$ cat config.mk
export PLATFORM = sky130hd
export DESIGN_NAME = multicycle_control_flat
export DESIGN_NICKNAME = d
export VERILOG_FILES = /design/src/rtl/multicycle_control_if.sv /design/src/rtl/multicycle_control.sv /design/src/flat_wrapper.sv
export SDC_FILE = /design/constraint.sdc
export NUM_CORES = 1
export LEC_CHECK = 0
export ABC_CLOCK_PERIOD_IN_PS = 3000
export BUFFER_PORTS_ARGS = -buffer_cell sky130_fd_sc_hd__buf_4
export CAP_MARGIN = 20
export CORE_UTILIZATION = 55
export DETAILED_ROUTE_END_ITERATION = 7
export GPL_TIMING_DRIVEN = 0
export PLACE_DENSITY = 0.91
export SLEW_MARGIN = 30
export SYNTH_ARGS = -nofsm -noshare
export SYNTH_HDL_FRONTEND = slang
export SYNTH_SLANG_ARGS = --single-unit
export TNS_END_PERCENT = 1
$ cat constraint.sdc
create_clock -name clk -period 3 [get_ports clk]
set_input_delay 0.15 -clock clk [delete_from_list [all_inputs] [get_ports clk]]
set_output_delay 0.15 -clock clk [all_outputs]
set_load 0.01 [all_outputs]
$ cat src/rtl/multicycle_control_if.sv
// Control bus between the multicycle sequencer and the MIPS datapath.
// The master (sequencer) reads the opcode and memory handshake and drives every strobe and mux select.
interface multicycle_control_if;
  logic [5:0] op;
  logic       mem_ready;
  logic       PCWrite;
  logic       PCWriteCond;
  logic       IorD;
  logic       MemRead;
  logic       MemWrite;
  logic       IRWrite;
  logic       MemToReg;
  logic       RegDst;
  logic       RegWrite;
  logic       AluSrcA;
  logic [1:0] AluSrcB;
  logic [2:0] AluOp;
  logic [1:0] PCSource;

  modport master (
    input  op, mem_ready,
    output PCWrite, PCWriteCond, IorD, MemRead, MemWrite, IRWrite,
           MemToReg, RegDst, RegWrite, AluSrcA, AluSrcB, AluOp, PCSource
  );

  modport slave (
    output op, mem_ready,
    input  PCWrite, PCWriteCond, IorD, MemRead, MemWrite, IRWrite,
           MemToReg, RegDst, RegWrite, AluSrcA, AluSrcB, AluOp, PCSource
  );
endinterface

$ cat src/rtl/multicycle_control.sv
// Multicycle MIPS control FSM: sequences fetch/decode/execute over a shared memory,
// waits on mem_ready, and counts retired instructions.
module multicycle_control #(
  parameter int CNT_W = 32
) (
  input  logic                 clk,
  input  logic                 rst,
  input  logic                 en,
  multicycle_control_if.master bus,
  output logic [3:0]           state,
  output logic                 halted,
  output logic [CNT_W-1:0]     instr_count
);

  typedef enum logic [3:0] {
    FETCH     = 4'd0,
    DECODE    = 4'd1,
    MEM_ADDR  = 4'd2,
    MEM_RD    = 4'd3,
    MEM_WB    = 4'd4,
    MEM_WR    = 4'd5,
    R_EXEC    = 4'd6,
    R_WB      = 4'd7,
    BRANCH    = 4'd8,
    JUMP      = 4'd9,
    ADDI_EXEC = 4'd10,
    ADDI_WB   = 4'd11,
    HALT      = 4'd12
  } state_t;

  localparam logic [5:0] OP_R    = 6'b000000;
  localparam logic [5:0] OP_LW   = 6'b100011;
  localparam logic [5:0] OP_SW   = 6'b101011;
  localparam logic [5:0] OP_BEQ  = 6'b000100;
  localparam logic [5:0] OP_ADDI = 6'b001000;
  localparam logic [5:0] OP_J    = 6'b000010;

  state_t           state_reg;
  state_t           state_next;
  logic [CNT_W-1:0] count_reg;
  logic             retire;

  // Raw per-state control values before enable/reset gating
  logic       pc_write;
  logic       pc_write_cond;
  logic       iord;
  logic       mem_read;
  logic       mem_write;
  logic       ir_write;
  logic       mem_to_reg;
  logic       reg_dst;
  logic       reg_write;
  logic       alu_src_a;
  logic [1:0] alu_src_b;
  logic [2:0] alu_op;
  logic [1:0] pc_source;

  always_ff @(posedge clk or posedge rst) begin
    if (rst) begin
      state_reg <= FETCH;
      count_reg <= '0;
    end else if (en) begin
      state_reg <= state_next;
      if (retire) begin
        count_reg <= count_reg + CNT_W'(1);
      end
    end
  end

  always_comb begin
    state_next    = state_reg;
    retire        = 1'b0;
    pc_write      = 1'b0;
    pc_write_cond = 1'b0;
    iord          = 1'b0;
    mem_read      = 1'b0;
    mem_write     = 1'b0;
    ir_write      = 1'b0;
    mem_to_reg    = 1'b0;
    reg_dst       = 1'b0;
    reg_write     = 1'b0;
    alu_src_a     = 1'b0;
    alu_src_b     = 2'b00;
    alu_op        = 3'b000;
    pc_source     = 2'b00;

    case (state_reg)
      FETCH: begin
        mem_read  = 1'b1;
        alu_src_b = 2'b01;
        if (bus.mem_ready) begin
          ir_write   = 1'b1;
          pc_write   = 1'b1;
          state_next = DECODE;
        end
      end
      DECODE: begin
        // ALU precomputes the branch target while the opcode is decoded
        alu_src_b = 2'b11;
        case (bus.op)
          OP_LW, OP_SW: state_next = MEM_ADDR;
          OP_R:         state_next = R_EXEC;
          OP_BEQ:       state_next = BRANCH;
          OP_J:         state_next = JUMP;
          OP_ADDI:      state_next = ADDI_EXEC;
          default:      state_next = HALT;
        endcase
      end
      MEM_ADDR: begin
        alu_src_a  = 1'b1;
        alu_src_b  = 2'b10;
        state_next = (bus.op == OP_SW) ? MEM_WR : MEM_RD;
      end
      MEM_RD: begin
        mem_read = 1'b1;
        iord     = 1'b1;
        if (bus.mem_ready) begin
          state_next = MEM_WB;
        end
      end
      MEM_WB: begin
        reg_write  = 1'b1;
        mem_to_reg = 1'b1;
        retire     = 1'b1;
        state_next = FETCH;
      end
      MEM_WR: begin
        mem_write = 1'b1;
        iord      = 1'b1;
        if (bus.mem_ready) begin
          retire     = 1'b1;
          state_next = FETCH;
        end
      end
      R_EXEC: begin
        alu_src_a  = 1'b1;
        alu_op     = 3'b010;
        state_next = R_WB;
      end
      R_WB: begin
        reg_write  = 1'b1;
        reg_dst    = 1'b1;
        retire     = 1'b1;
        state_next = FETCH;
      end
      BRANCH: begin
        alu_src_a     = 1'b1;
        alu_op        = 3'b001;
        pc_write_cond = 1'b1;
        pc_source     = 2'b01;
        retire        = 1'b1;
        state_next    = FETCH;
      end
      JUMP: begin
        pc_write   = 1'b1;
        pc_source  = 2'b10;
        retire     = 1'b1;
        state_next = FETCH;
      end
      ADDI_EXEC: begin
        alu_src_a  = 1'b1;
        alu_src_b  = 2'b10;
        state_next = ADDI_WB;
      end
      ADDI_WB: begin
        reg_write  = 1'b1;
        retire     = 1'b1;
        state_next = FETCH;
      end
      HALT: begin
        state_next = HALT;
      end
      default: begin
        state_next = HALT;
      end
    endcase
  end

  // Strobes die when frozen or in reset; selects only die in reset
  logic strobe_ok;
  logic run_ok;

  assign run_ok    = ~rst;
  assign strobe_ok = en & ~rst;

  assign bus.PCWrite     = pc_write      & strobe_ok;
  assign bus.PCWriteCond = pc_write_cond & strobe_ok;
  assign bus.MemRead     = mem_read      & strobe_ok;
  assign bus.MemWrite    = mem_write     & strobe_ok;
  assign bus.IRWrite     = ir_write      & strobe_ok;
  assign bus.RegWrite    = reg_write     & strobe_ok;
  assign bus.IorD        = iord          & run_ok;
  assign bus.MemToReg    = mem_to_reg    & run_ok;
  assign bus.RegDst      = reg_dst       & run_ok;
  assign bus.AluSrcA     = alu_src_a     & run_ok;
  assign bus.AluSrcB     = alu_src_b     & {2{run_ok}};
  assign bus.AluOp       = alu_op        & {3{run_ok}};
  assign bus.PCSource    = pc_source     & {2{run_ok}};

  assign state       = state_reg;
  assign halted      = (state_reg == HALT) & run_ok;
  assign instr_count = count_reg;

endmodule

$ cat src/flat_wrapper.sv
// flat-port wrapper written by rule: the top's interface ports become plain ports
module multicycle_control_flat 
#(
  parameter int CNT_W = 32
)
  (clk, rst, en, state, halted, instr_count, bus_op, bus_mem_ready, bus_PCWrite, bus_PCWriteCond, bus_IorD, bus_MemRead, bus_MemWrite, bus_IRWrite, bus_MemToReg, bus_RegDst, bus_RegWrite, bus_AluSrcA, bus_AluSrcB, bus_AluOp, bus_PCSource);
  multicycle_control_if bus_i ();
  input  logic clk;
  input  logic rst;
  input  logic en;
  output logic [3:0] state;
  output logic halted;
  output logic [CNT_W-1:0] instr_count;
  input wire logic [$bits(bus_i.op)-1:0] bus_op;
  input wire logic [$bits(bus_i.mem_ready)-1:0] bus_mem_ready;
  output wire logic [$bits(bus_i.PCWrite)-1:0] bus_PCWrite;
  output wire logic [$bits(bus_i.PCWriteCond)-1:0] bus_PCWriteCond;
  output wire logic [$bits(bus_i.IorD)-1:0] bus_IorD;
  output wire logic [$bits(bus_i.MemRead)-1:0] bus_MemRead;
  output wire logic [$bits(bus_i.MemWrite)-1:0] bus_MemWrite;
  output wire logic [$bits(bus_i.IRWrite)-1:0] bus_IRWrite;
  output wire logic [$bits(bus_i.MemToReg)-1:0] bus_MemToReg;
  output wire logic [$bits(bus_i.RegDst)-1:0] bus_RegDst;
  output wire logic [$bits(bus_i.RegWrite)-1:0] bus_RegWrite;
  output wire logic [$bits(bus_i.AluSrcA)-1:0] bus_AluSrcA;
  output wire logic [$bits(bus_i.AluSrcB)-1:0] bus_AluSrcB;
  output wire logic [$bits(bus_i.AluOp)-1:0] bus_AluOp;
  output wire logic [$bits(bus_i.PCSource)-1:0] bus_PCSource;
  assign bus_i.op = bus_op;
  assign bus_i.mem_ready = bus_mem_ready;
  assign bus_PCWrite = bus_i.PCWrite;
  assign bus_PCWriteCond = bus_i.PCWriteCond;
  assign bus_IorD = bus_i.IorD;
  assign bus_MemRead = bus_i.MemRead;
  assign bus_MemWrite = bus_i.MemWrite;
  assign bus_IRWrite = bus_i.IRWrite;
  assign bus_MemToReg = bus_i.MemToReg;
  assign bus_RegDst = bus_i.RegDst;
  assign bus_RegWrite = bus_i.RegWrite;
  assign bus_AluSrcA = bus_i.AluSrcA;
  assign bus_AluSrcB = bus_i.AluSrcB;
  assign bus_AluOp = bus_i.AluOp;
  assign bus_PCSource = bus_i.PCSource;
  multicycle_control #(.CNT_W(CNT_W)) u_core (.clk(clk), .rst(rst), .en(en), .bus(bus_i), .state(state), .halted(halted), .instr_count(instr_count));
endmodule
### After elaboration in Yosys (flattened, before gate mapping)

Index checks and enable logic that the tools add are counted.

* add/sub/neg operators: 1
* equal/unequal tests: 20
* muxes and demuxes: 21
* bitwise logic cells: 16
* reductions and logical operators: 11

Operator list (count)
* adder 32 x 1 -> 32 bit, second input constant: 1
* one-hot mux 4 bit (8 select lines): 1
* equality test 4 bit, second input constant: 5
* one-hot mux 4 bit (5 select lines): 1
* equality test 4 x 3 -> 1 bit, second input constant: 4
* AND 1 bit: 12
* equality test 6 bit, second input constant: 2
* 2-to-1 mux 4 bit: 3
* 2-to-1 mux 1 bit: 10
* equality test 4 x 2 -> 1 bit, second input constant: 2
* one-hot mux 2 bit (2 select lines): 2
* OR reduction 2 bit: 4
* equality test 6 x 2 -> 1 bit, second input constant: 1
* equality test 6 x 3 -> 1 bit, second input constant: 1
* equality test 6 x 4 -> 1 bit, second input constant: 1
* zero test 6 bit: 1
* inequality test 2 bit, second input constant: 3
* one-hot mux 2 bit (3 select lines): 1
* OR reduction 5 bit: 1
* AND 2 bit: 2
* equality test 4 x 1 -> 1 bit, second input constant: 1
* zero test 4 bit: 1
* one-hot mux 1 bit (2 select lines): 2
* AND reduction 4 bit: 1
* 6 further kinds: 6

* register bits: 36
* input port bits: 10
* output and inout bits: 54
* logic and storage cells: 71

### Longest topological paths before layout

Gate-level depths: netlist of the first run.

* depth after elaboration: 4
* mapped depth: 6
* depth with buffers taken out: 5

### Worst setup path before layout of the first run

No wires, ideal clock.

* path kind: input to output
* from: input rst
* to: output bus_PCWrite
* arrival time: 1.710 ns
* required time: 2.850 ns
* path slack: 1.140 ns
* stages: 3
* buffers on the path: 0
* path through: inv_1 nand2_1 a2111oi_0

* longest elaborated chain between the ends: 3

RTL lines
* start: declaration: line flat_wrapper.sv:9 `input logic rst;`
* NOT 1 bit: line multicycle_control.sv:184 `assign strobe_ok = en & ~rst;`
* AND 1 bit: line multicycle_control.sv:184
* AND 1 bit: line multicycle_control.sv:186 `assign bus.PCWrite = pc_write & strobe_ok;`
* end: declaration: line flat_wrapper.sv:16 `output wire logic [$bits(bus_i.PCWrite)-1:0] bus_PCWrite;`

No other way between the ends.

### Worst setup path after layout of the first run

* from: register u_core.state_reg[3] (netlist: u_core.state[3])
* to: output bus_PCSource[0]

* longest elaborated chain between the ends: 3
* elaborated cells on any way between the ends: 4
* classes of those cells: eq/ne (2); mux (1); bitwise (1)

RTL lines
* start: declaration: line multicycle_control.sv:38 `state_t state_reg;`
* start signal: assignment: line multicycle_control.sv:63 `state_reg <= state_next;`
* equality test 4 bit: line multicycle_control.sv:87 `case (state_reg)`
* one-hot mux 2 bit (2 select lines) (*): line multicycle_control.sv:87
* AND 2 bit (*): line multicycle_control.sv:198 `assign bus.PCSource = pc_source & {2{run_ok}};`
* end: declaration: line flat_wrapper.sv:28 `output wire logic [$bits(bus_i.PCSource)-1:0] bus_PCSource;`

Mark *: on every way between the ends. The rest lies on a longest branch, timed or not.

==> flow_summary.json, run 1 <==
{
  "antenna_cells_inserted": 0,
  "post-cts-setup-buffer-count": 0,
  "synth_sequential_area_ratio": 0.439,
  "die-width_um": 63.1,
  "numPlacedInstances": 319,
  "worstPathBufferInverterCount": 4,
  "clk_latency_ns": 0.29,
  "synth.distinct_cells": 43,
  "synth_top_area_cell": "dfrtp_1",
  "comb_power_share": 0.426,
  "ant_nets": 0,
  "routed_wl_mm": 4.90,
  "floorplan.initialDensity": 0.596,
  "maxCapViolCount": 0,
  "yosysTopAreaCellShare": 0.439,
  "fin_crit_ns": 2.26,
  "synth_enable_flop_cells": 0,
  "synth_flop_cell": "dfrtp_1",
  "worstSetupEndpointType": "primary output",
  "die_h_um": 63.1,
  "status": "finished, final reports clean",
  "grt_start_max_net_pins": 32,
  "top_delay_family_on_crit_path": "buffers and inverters",
  "nNetsFinal": 292,
  "fraction_of_layout_cells_with_a_size_suffix_above_1": 0.292,
  "grt_first_pass_wirelength_mm": 8.32,
  "synthesis.area_um2": 2050,
  "cp_data_arrival_time_ns": 2.11,
  "power_report.internal_total_uw": 989,
  "cts_htree_levels": 2,
  "ys.warnings.count": 0,
  "count_of_input_and_output_buffers": 61,
  "drtIter0Drc": 111,
  "final-max-slew-violation-count": 0,
  "tightestPinTransition_ns": 0.746,
  "top_level_ports": 64,
  "ctsLongestPathBuffers": 2,
  "synth.area.top_cells": "dfrtp_1, xnor2_1, nand2_1",
  "timing.critical_path.from_type": "register",
  "max-vdd-ir-drop_mv": 0.467,
  "cts-root-buf": "clkbuf_8",
  "synthToLayoutAreaGrowth_pct": 30.4,
  "wl_per_cell_um": 15.0,
  "setup_tns_ns": 0,
  "design.die.area_um2": 3980,
  "number_of_nets_produced_by_synthesis": 222,
  "power.share.clock": 0.197,
  "via_count": 1872,
  "timing.reg2reg.setup_slack_ns": 1.08,
  "criticalPathCategory": "register to primary output",
  "final.period_utilization": 0.753,
  "power_leakage_uw": 0.00127,
  "clkTransAtPathRegs_ns": 0.06,
  "grt.overflow.total": 0,
  "worst_ep_required_time_ns": 2.85,
  "final_cells": 327,
  "hold_violations": 0,
  "drc": 0,
  "timing.critical_path.fanout_max": 10,
  "first_global_vias": 1774,
  "tritoncts": "yes",
  "finalClockSkew_ns": 0.00770,
  "fmax_mhz": 442,
  "synthesis.instances": 211,
  "seqPwrFrac": 0.377,
  "cp_slowest_stage_delay_ns": 0.45,
  "synth_area_per_cell_um2": 9.72,
  "grtUsageTotal": 0.268,
  "switchingPower_uw": 617,
  "largest_reg_flops": 32,
  "crit_path_cell_trace": "clkbuf_1 > clkbuf_1 > nand2_1 > nor3_1 > buf_4 > buf_4",
  "cp_slowest_cell": "dfrtp_1",
  "synth_async_sr_flop_share": 1.00,
  "powerDensity_nw_per_um2": 600,
  "cts_made_buffers": 5,
  "floorplan.rows": 21,
  "report.final.setup_viol": 0,
  "vias_per_cell": 5.72,
  "yosys_register_bits": 36,
  "switching_share": 0.384,
  "final_wtd_congestion": 0.875,
  "dpl_hpwl_mm": 3.63,
  "detailedRoute.firstPassIterationCount": 4,
  "rsz_0062_raised_after_global_routing": "false",
  "slew-limit-headroom": 0.498,
  "numClockSinks": 36,
  "core_um2": 3440,
  "min-delay-path-class": "input port to register",
  "antenna_violations_before_repair": 0
}
routing by layer:
layer | routed length [um] | track usage | vias to the layer above | part of all wire
li1 | - | - | 883 | -
met1 | 2080 | 0.349 | 899 | 0.42
met2 | 2430 | 0.437 | 81 | 0.50
met3 | 289 | 0.0453 | 9 | 0.059
met4 | 102 | 0.119 | 0 | 0.021
met5 | 0 | 0 | - | 0
power by group through the flow:
stage	sequential, uW	combinational, uW	clock, uW
finish	605	685	316
floorplan	623	410	0
global route	612	740	343
CTS	605	679	319
global placement	608	643	0
detailed placement	613	672	0
per-stage QoR:
step	total power, uW	hold slack [ns]	cell area (um^2)	util	worst slack [ns]
finish	1610	0.325	2680	0.777	0.740
global route	1700	0.338	2680	0.777	0.517
CTS	1600	0.321	2680	0.777	0.769
detailed placement	1280	0.0930	2590	0.752	1.08
global placement	1250	0.463	2570	0.746	0.743
floorplan	1030	0.339	2050	-	1.14
worst register-to-register path: stages, from the launching register on:
cell     delay, ns
dfrtp_1       0.46
or2b_1        0.31
nand4_1       0.25
nor2_1        0.48
nand3_1       0.17
xnor2_1       0.15
worst paths after layout:
path	from	endpoint	cells after the start
max reg2reg	u_core.state[1]	u_core.instr_count[19]	5
max	u_core.state[3]	bus_PCSource[0]	6
max in group asynchronous	rst	u_core.instr_count[24]	4
min reg2reg	u_core.instr_count[31]	u_core.instr_count[31]	1
min in group asynchronous	rst	u_core.instr_count[5]	3
min	bus_op[4]	u_core.state[2]	5
synthesized netlist by cell type (2+ instances only):
| master | instances |
|---|---|
| nor4_1 | 2 |
| o31ai_1 | 2 |
| o21ai_0 | 8 |
| a21oi_1 | 3 |
| and2_1 | 2 |
| xor2_1 | 5 |
| and4_1 | 4 |
| nand4_1 | 7 |
| xnor2_1 | 29 |
| nor2_1 | 17 |
| inv_1 | 4 |
| nor4_4 | 2 |
| nand3_1 | 13 |
| nand2_1 | 24 |
| dfrtp_1 | 36 |
| and3_1 | 9 |
| buf_4 | 3 |
| o211ai_1 | 2 |
| a2111oi_0 | 3 |
| clkbuf_1 | 5 |
| nor3_1 | 9 |
what timing repair did:
item | 4_1_cts | 5_1_grt
resized for setup | 0 | 0
hold buffers | 1 | 0
endpoints found under the hold margin | 5 | 0
final cells by class:
type | instances | area (um^2)
timing repair buffer | 63 | 488
tap | 46 | 57.6
fill | 248 | 767
clock inverter | 1 | 5.00
clock buffer | 6 | 72.6
sequential | 36 | 901
multi-input combinational | 161 | 1080
buffer | 10 | 57.6
inverter | 4 | 15.0
cell families after synthesis:
group	share of synthesized area
AO/OA/AOI/OAI	0.0695
XOR/XNOR	0.159
adder cells (fa/ha/maj)	0.00610
buffers and inverters	0.0354
flip-flops	0.439
multiplexers	0.0104
other	0.00183
AND/OR/NAND/NOR	0.279
cell usage in the layout, fill, tap and decap left out, drive strengths merged, types with 2 or more instances in the layout:
master / synthesis / routed
buf: 5 / 67
dfrtp: 36 / 36
xnor2: 29 / 29
nand2: 24 / 24
nor2: 17 / 17
nand3: 14 / 14
clkbuf: 5 / 11
and3: 9 / 9
nor3: 9 / 9
o21ai: 8 / 8
nand4: 8 / 8
xor2: 6 / 6
and4: 5 / 5
inv: 4 / 4
nor4: 4 / 4
a21oi: 3 / 3
a2111oi: 3 / 3
and2: 2 / 2
o31ai: 2 / 2
o211ai: 2 / 2
Note: power is estimated with default switching activity, not from simulation.
==> inputs of run 2 (changes only) <==
Settings changed: ABC_CLOCK_PERIOD_IN_PS 3000 to 1950, CORE_UTILIZATION 55 to 46, PLACE_DENSITY 0.91 to 0.82.
Clock period 3 ns to 1.95 ns, I/O delays scaled along.
==> run 2 against run 1 <==
Core utilization fell by 12 points. Worst hold slack got worse by 0.086 ns. Non-clock buffer count did not move. Sequential share of layout area fell by 0.74 points. Routed wire length fell by 6.8%. Die area rose by 19%. Clock power rose by 64%. Power rose by 57%. Largest cell class unchanged. Clock skew fell by 0.0056 ns. Critical endpoint unchanged. First-iteration DRC count fell by 43%. Highest routed layer unchanged. Global-route usage fell by 5.8 points.
==> flow_summary.json, run 2 (synthesis gave the netlist of run 1 again) <==
{
  "cp_data_arrival_time_ns": 1.78,
  "post-cts-setup-buffer-count": 0,
  "design.die.area_um2": 4730,
  "worstPathBufferInverterCount": 3,
  "slew-limit-headroom": 0.490,
  "max-vdd-ir-drop_mv": 0.637,
  "dpl_hpwl_mm": 3.41,
  "fin_util": 0.660,
  "dpl-instance-area_um2": 2600,
  "count_of_input_and_output_buffers": 61,
  "antenna_violations_before_repair": 0,
  "first_global_vias": 1572,
  "status": "finished, final reports clean",
  "fmax_mhz": 532,
  "tightestPinTransition_ns": 0.758,
  "top_level_ports": 64,
  "cts-root-buf": "clkbuf_8",
  "drc": 0,
  "final_common_cell": "buf_4",
  "cts_htree_levels": 2,
  "worst_ep_required_time_ns": 1.85,
  "antenna_cells_inserted": 0,
  "drtIter0Drc": 63,
  "die_h_um": 68.8,
  "synthToLayoutAreaGrowth_pct": 33.3,
  "maxCapViolCount": 0,
  "ant_nets": 0,
  "total_power_uw": 2520,
  "worstSetupEndpointType": "primary output",
  "final_wtd_congestion": 0.802,
  "vias_per_cell": 5.40,
  "finalInstanceArea_um2": 2740,
  "grt_first_pass_wirelength_mm": 7.27,
  "grt_start_max_net_pins": 23,
  "power_report.internal_total_uw": 1560,
  "report.final.setup_viol": 0,
  "comb_power_share": 0.428,
  "routed-wl-met2_mm": 2.12,
  "tritoncts": "yes",
  "wl_met1_mm": 2.12,
  "nNetsFinal": 292,
  "numClockSinks": 36,
  "top_delay_family_on_crit_path": "buffers and inverters",
  "cp_slowest_cell": "dfrtp_1",
  "wl_per_cell_um": 13.7,
  "grtUsageTotal": 0.210,
  "floorplan.rows": 23,
  "via_count": 1794,
  "met3_wl_um": 272,
  "finalClockSkew_ns": 0.00207,
  "critical-path-top-cell-by-count": "buf_4",
  "routed_wl_mm": 4.56,
  "switchingPower_uw": 963,
  "criticalPathCategory": "register to primary output",
  "switching_share": 0.382,
  "cp_slowest_stage_delay_ns": 0.48,
  "fin_crit_ns": 1.88,
  "seqPwrFrac": 0.366,
  "floorplan.initialDensity": 0.495,
  "timing.critical_path.fanout_max": 10,
  "timing.critical_path.from_type": "register",
  "min-delay-path-class": "input port to register",
  "ctsLongestPathBuffers": 2,
  "detailedRoute.firstPassIterationCount": 4,
  "setup_tns_ns": 0,
  "die-width_um": 68.8,
  "power.share.clock": 0.205,
  "most-common-layout-cells": "buf_4, dfrtp_1, xnor2_1",
  "core_um2": 4140,
  "powerDensity_nw_per_um2": 922,
  "final-max-slew-violation-count": 0,
  "final.period_utilization": 0.964,
  "largest_reg_flops": 32,
  "clk_latency_ns": 0.28,
  "routed.top_layer": "met4",
  "rsz_0062_raised_after_global_routing": "true",
  "fraction_of_layout_cells_with_a_size_suffix_above_1": 0.337,
  "hold_slack_ns": 0.238,
  "crit_path_cell_trace": "clkbuf_1 > nor2_1 > nand2_1 > nor3_2 > buf_4 > buf_4",
  "hold_violations": 0,
  "cts_made_buffers": 5,
  "clkTransAtPathRegs_ns": 0.07,
  "power_leakage_uw": 0.00130,
  "grt.overflow.total": 0
}
-- run 2: changes by cell type in the layout (fill, tap and decap cells not counted), sizes merged --
cell    previous run  this run
clkbuf            11         9
clkinv             1         3
buf               67        68
-- run 2: per-stage QoR --
step / setup WS, ns / std cells
3_3_place_gp: -0.240 / 322
2_1_floorplan: 0.167 / 211
6_report: 0.0695 / 332
5_1_grt: -0.0221 / 332
4_1_cts: -0.0131 / 332
3_5_place_dp: 0.0465 / 323
-- run 2: timing repair --
item | 4_1_cts | 5_1_grt
hold buffers | 1 | 0
resized for setup | 6 | 12
gates cloned | 0 | 0
pin swaps | 0 | 1
hold endpoints to repair | 14 | 0
endpoints found under the setup margin | 10 | 17
-- run 2: power groups by stage --
stage / sequential [uW] / clock [uW] / combinational (uW)
5_1_grt: 939 / 569 / 1180
6_report: 923 / 518 / 1080
3_3_place_gp: 929 / 0 / 1000
2_1_floorplan: 959 / 0 / 630
3_5_place_dp: 938 / 0 / 1030
4_1_cts: 924 / 534 / 1040
-- run 2: layer usage --
metal	up-vias	global-route usage
met1	846	0.275
met3	4	0.0510
met4	0	0.0765
met2	60	0.336
li1	884	-
met5	-	0
-- run 2: area by class of cell --
class,instances,area (um^2)
Multi-Input combinational cell,161,1110
Tap cell,50,62.6
Sequential cell,36,901
Timing Repair Buffer,63,495
Fill cell,354,1410
Clock inverter,3,18.8
Inverter,4,15.0
Clock buffer,5,68.8
Buffer,10,67.6
-- run 2: worst paths after layout --
kind	depth (start not counted)	endpoint	slack [ns]	startpoint
min	3	u_core.instr_count[0]	0.24	en
min in group asynchronous	3	u_core.state[3]	0.38	rst
min reg2reg	1	u_core.instr_count[31]	0.48	u_core.instr_count[31]
max	6	bus_PCSource[0]	0.07	u_core.state[1]
max reg2reg	6	u_core.state[3]	0.10	u_core.state[2]
max in group asynchronous	4	u_core.instr_count[29]	1.13	rst
-- run 2: worst min-delay path: cells and delay by family --
family,cells,cell delay [ns]
xor+xnor,1,0.08
simple gates,1,0.15
buf+inv,1,0.15
==> inputs of run 3 (changes only) <==
Settings changed: PLACE_DENSITY 0.82 to not set, PLACE_DENSITY_LB_ADDON set to 0.25.
==> run 3 against run 2 <==
Combinational power about the same. Sequential cell count is the same. Power fell by 1.1%. Count of clock-buffer cells in the layout increased by 1. Critical path depth is the same. Clock skew rose by 0.0035 ns. Global-route usage is 0.57 points lower. Sequential power is essentially flat. Clock power fell by 4.4%.
==> flow_summary.json, run 3 (synthesis gave the netlist of run 1 again) <==
{
  "first_global_vias": 1557,
  "cts-root-buf": "clkbuf_8",
  "floorplan.initialDensity": 0.495,
  "routed.top_layer": "met4",
  "status": "finished, final reports clean",
  "top_delay_family_on_crit_path": "buffers and inverters",
  "count_of_input_and_output_buffers": 61,
  "drc": 0,
  "grt_start_max_net_pins": 24,
  "total_power_uw": 2490,
  "dp_worst_slack_ns": 0.0283,
  "worst_ep_required_time_ns": 1.85,
  "die-width_um": 68.8,
  "fraction_of_layout_cells_with_a_size_suffix_above_1": 0.335,
  "final_common_cell": "buf_4",
  "layout.area.seq_um2": 901,
  "antenna_cells_inserted": 0,
  "worstReg2RegStart": "u_core.state[2]",
  "cp_slowest_stage_delay_ns": 0.46,
  "cts_htree_levels": 2,
  "cts_made_buffers": 5,
  "regToRegEndpoint": "u_core.state[3]",
  "detailedRoute.firstPassIterationCount": 4,
  "max-vdd-ir-drop_mv": 0.557,
  "final-max-slew-violation-count": 0,
  "min_delay_path_depth": 3,
  "drtIter0Drc": 70,
  "worst_hold_path.endpoint": "u_core.instr_count[0]",
  "timing.critical_path.from_type": "register",
  "final.fill_count": 337,
  "slew-limit-headroom": 0.516,
  "setup_slack_ns": 0.0617,
  "top_level_ports": 64,
  "report.final.setup_viol": 0,
  "wl_met1_mm": 2.10,
  "grt_first_pass_wirelength_mm": 7.17,
  "final.period_utilization": 0.968,
  "design.die.area_um2": 4730,
  "timing.reg2reg.setup_slack_ns": 0.14,
  "fin_crit_ns": 1.89,
  "rsz_0062_raised_after_global_routing": "true",
  "criticalPathCategory": "register to primary output",
  "die_h_um": 68.8,
  "hold_violations": 0,
  "tightestPinTransition_ns": 0.719,
  "dpl_hpwl_mm": 3.35,
  "floorplan.rows": 23,
  "ant_nets": 0,
  "numClockSinks": 36,
  "fmax_mhz": 530,
  "worstSetupEndpointType": "primary output",
  "min-delay-path-class": "input port to register",
  "grtUsageTotal": 0.204,
  "nNetsFinal": 292,
  "crit_path_cell_trace": "clkbuf_4 > clkbuf_2 > nand2_1 > nor3_1 > buf_4 > buf_4",
  "grt.overflow.total": 0,
  "critical-path-top-cell-by-count": "buf_4",
  "wl_per_cell_um": 13.8,
  "clkTransAtPathRegs_ns": 0.07,
  "finalClockSkew_ns": 0.00553,
  "area_occupied_by_multi_input_gates_um2": 1110,
  "timing.critical_path.fanout_max": 10,
  "powerDensity_nw_per_um2": 915,
  "clk_latency_ns": 0.28,
  "power_leakage_uw": 0.00129,
  "tritoncts": "yes",
  "worstPathBufferInverterCount": 4,
  "via_count": 1791,
  "routed_wl_mm": 4.56,
  "routed-wl-met2_mm": 2.16,
  "reg2regPathDepth": 6,
  "core_um2": 4140,
  "fin_util": 0.658,
  "min-delay-start": "en",
  "synthToLayoutAreaGrowth_pct": 32.8,
  "largest_reg_flops": 32,
  "maxCapViolCount": 0,
  "antenna_violations_before_repair": 0,
  "vias_per_cell": 5.41,
  "final_wtd_congestion": 0.883,
  "cp_data_arrival_time_ns": 1.79,
  "met3_wl_um": 265,
  "cp_slowest_cell": "dfrtp_1",
  "most-common-layout-cells": "buf_4, dfrtp_1, xnor2_1",
  "ctsLongestPathBuffers": 2
}
==> run 3: worst reg2reg max path: stages, from the launching register on <==
cell	delay (ns)
dfrtp_1	0.39
buf_6	0.15
and3b_1	0.21
a21oi_1	0.04
o31ai_1	0.60
nand4b_1	0.21
mux2i_1	0.08
==> run 3: area by class of cell <==
cell class	count	area share
timing repair buffer	63	0.182
sequential	36	0.331
tap	50	0.0230
clock buffer	6	0.0266
inverter	4	0.00551
buffer	10	0.0248
clock inverter	1	0.00184
multi-input combinational	161	0.406
==> run 3: repair_timing <==
item | in CTS | in global routing
pin swaps | 0 | 4
hold buffers | 1 | 0
gates resized for setup | 4 | 17
endpoints found under the setup margin | 10 | 27
buffers inserted | 0 | 0
hold endpoints to repair | 13 | 0
gates cloned | 0 | 0
==> run 3: where the power goes <==
part           internal [uW]  switching (uW)
clock network            243             253
registers                827            98.1
logic                    481             593
total                   1550             943
==> run 3: through the flow <==
stage / std cells / TNS, ns / area (um^2) / hold WS (ns)
after detailed placement: 323 / 0 / 2600 / 0.127
final: 331 / 0 / 2730 / 0.254
after floorplan: 211 / 0 / 2050 / 0.257
after global placement: 322 / -0.863 / 2570 / 0.465
after CTS: 331 / -0.0795 / 2690 / 0.251
after global routing: 331 / -0.0758 / 2730 / 0.297
==> run 3: worst max-delay path by stage <==
| stage | startpoint | depth (start not counted) | slack, ns | to |
|---|---|---|---|---|
| 6_report | u_core.state[3] | 6 | 0.06 | bus_PCSource[0] |
| 5_1_grt | u_core.state[3] | 6 | -0.04 | bus_PCSource[0] |
| 4_1_cts | u_core.state[0] | 6 | -0.06 | bus_PCWrite |
| 3_5_place_dp | u_core.state[1] | 5 | 0.03 | u_core.instr_count[21] |
| 3_3_place_gp | rst | 5 | -0.24 | bus_RegDst |
| 2_1_floorplan | u_core.state[3] | 5 | 0.17 | bus_PCSource[0] |
==> run 3: metal layers <==
metal / global-route usage / vias to the layer above
li1: - / 881
met2: 0.327 / 60
met3: 0.0444 / 2
met1: 0.271 / 848
met5: 0 / -
met4: 0.0689 / 0
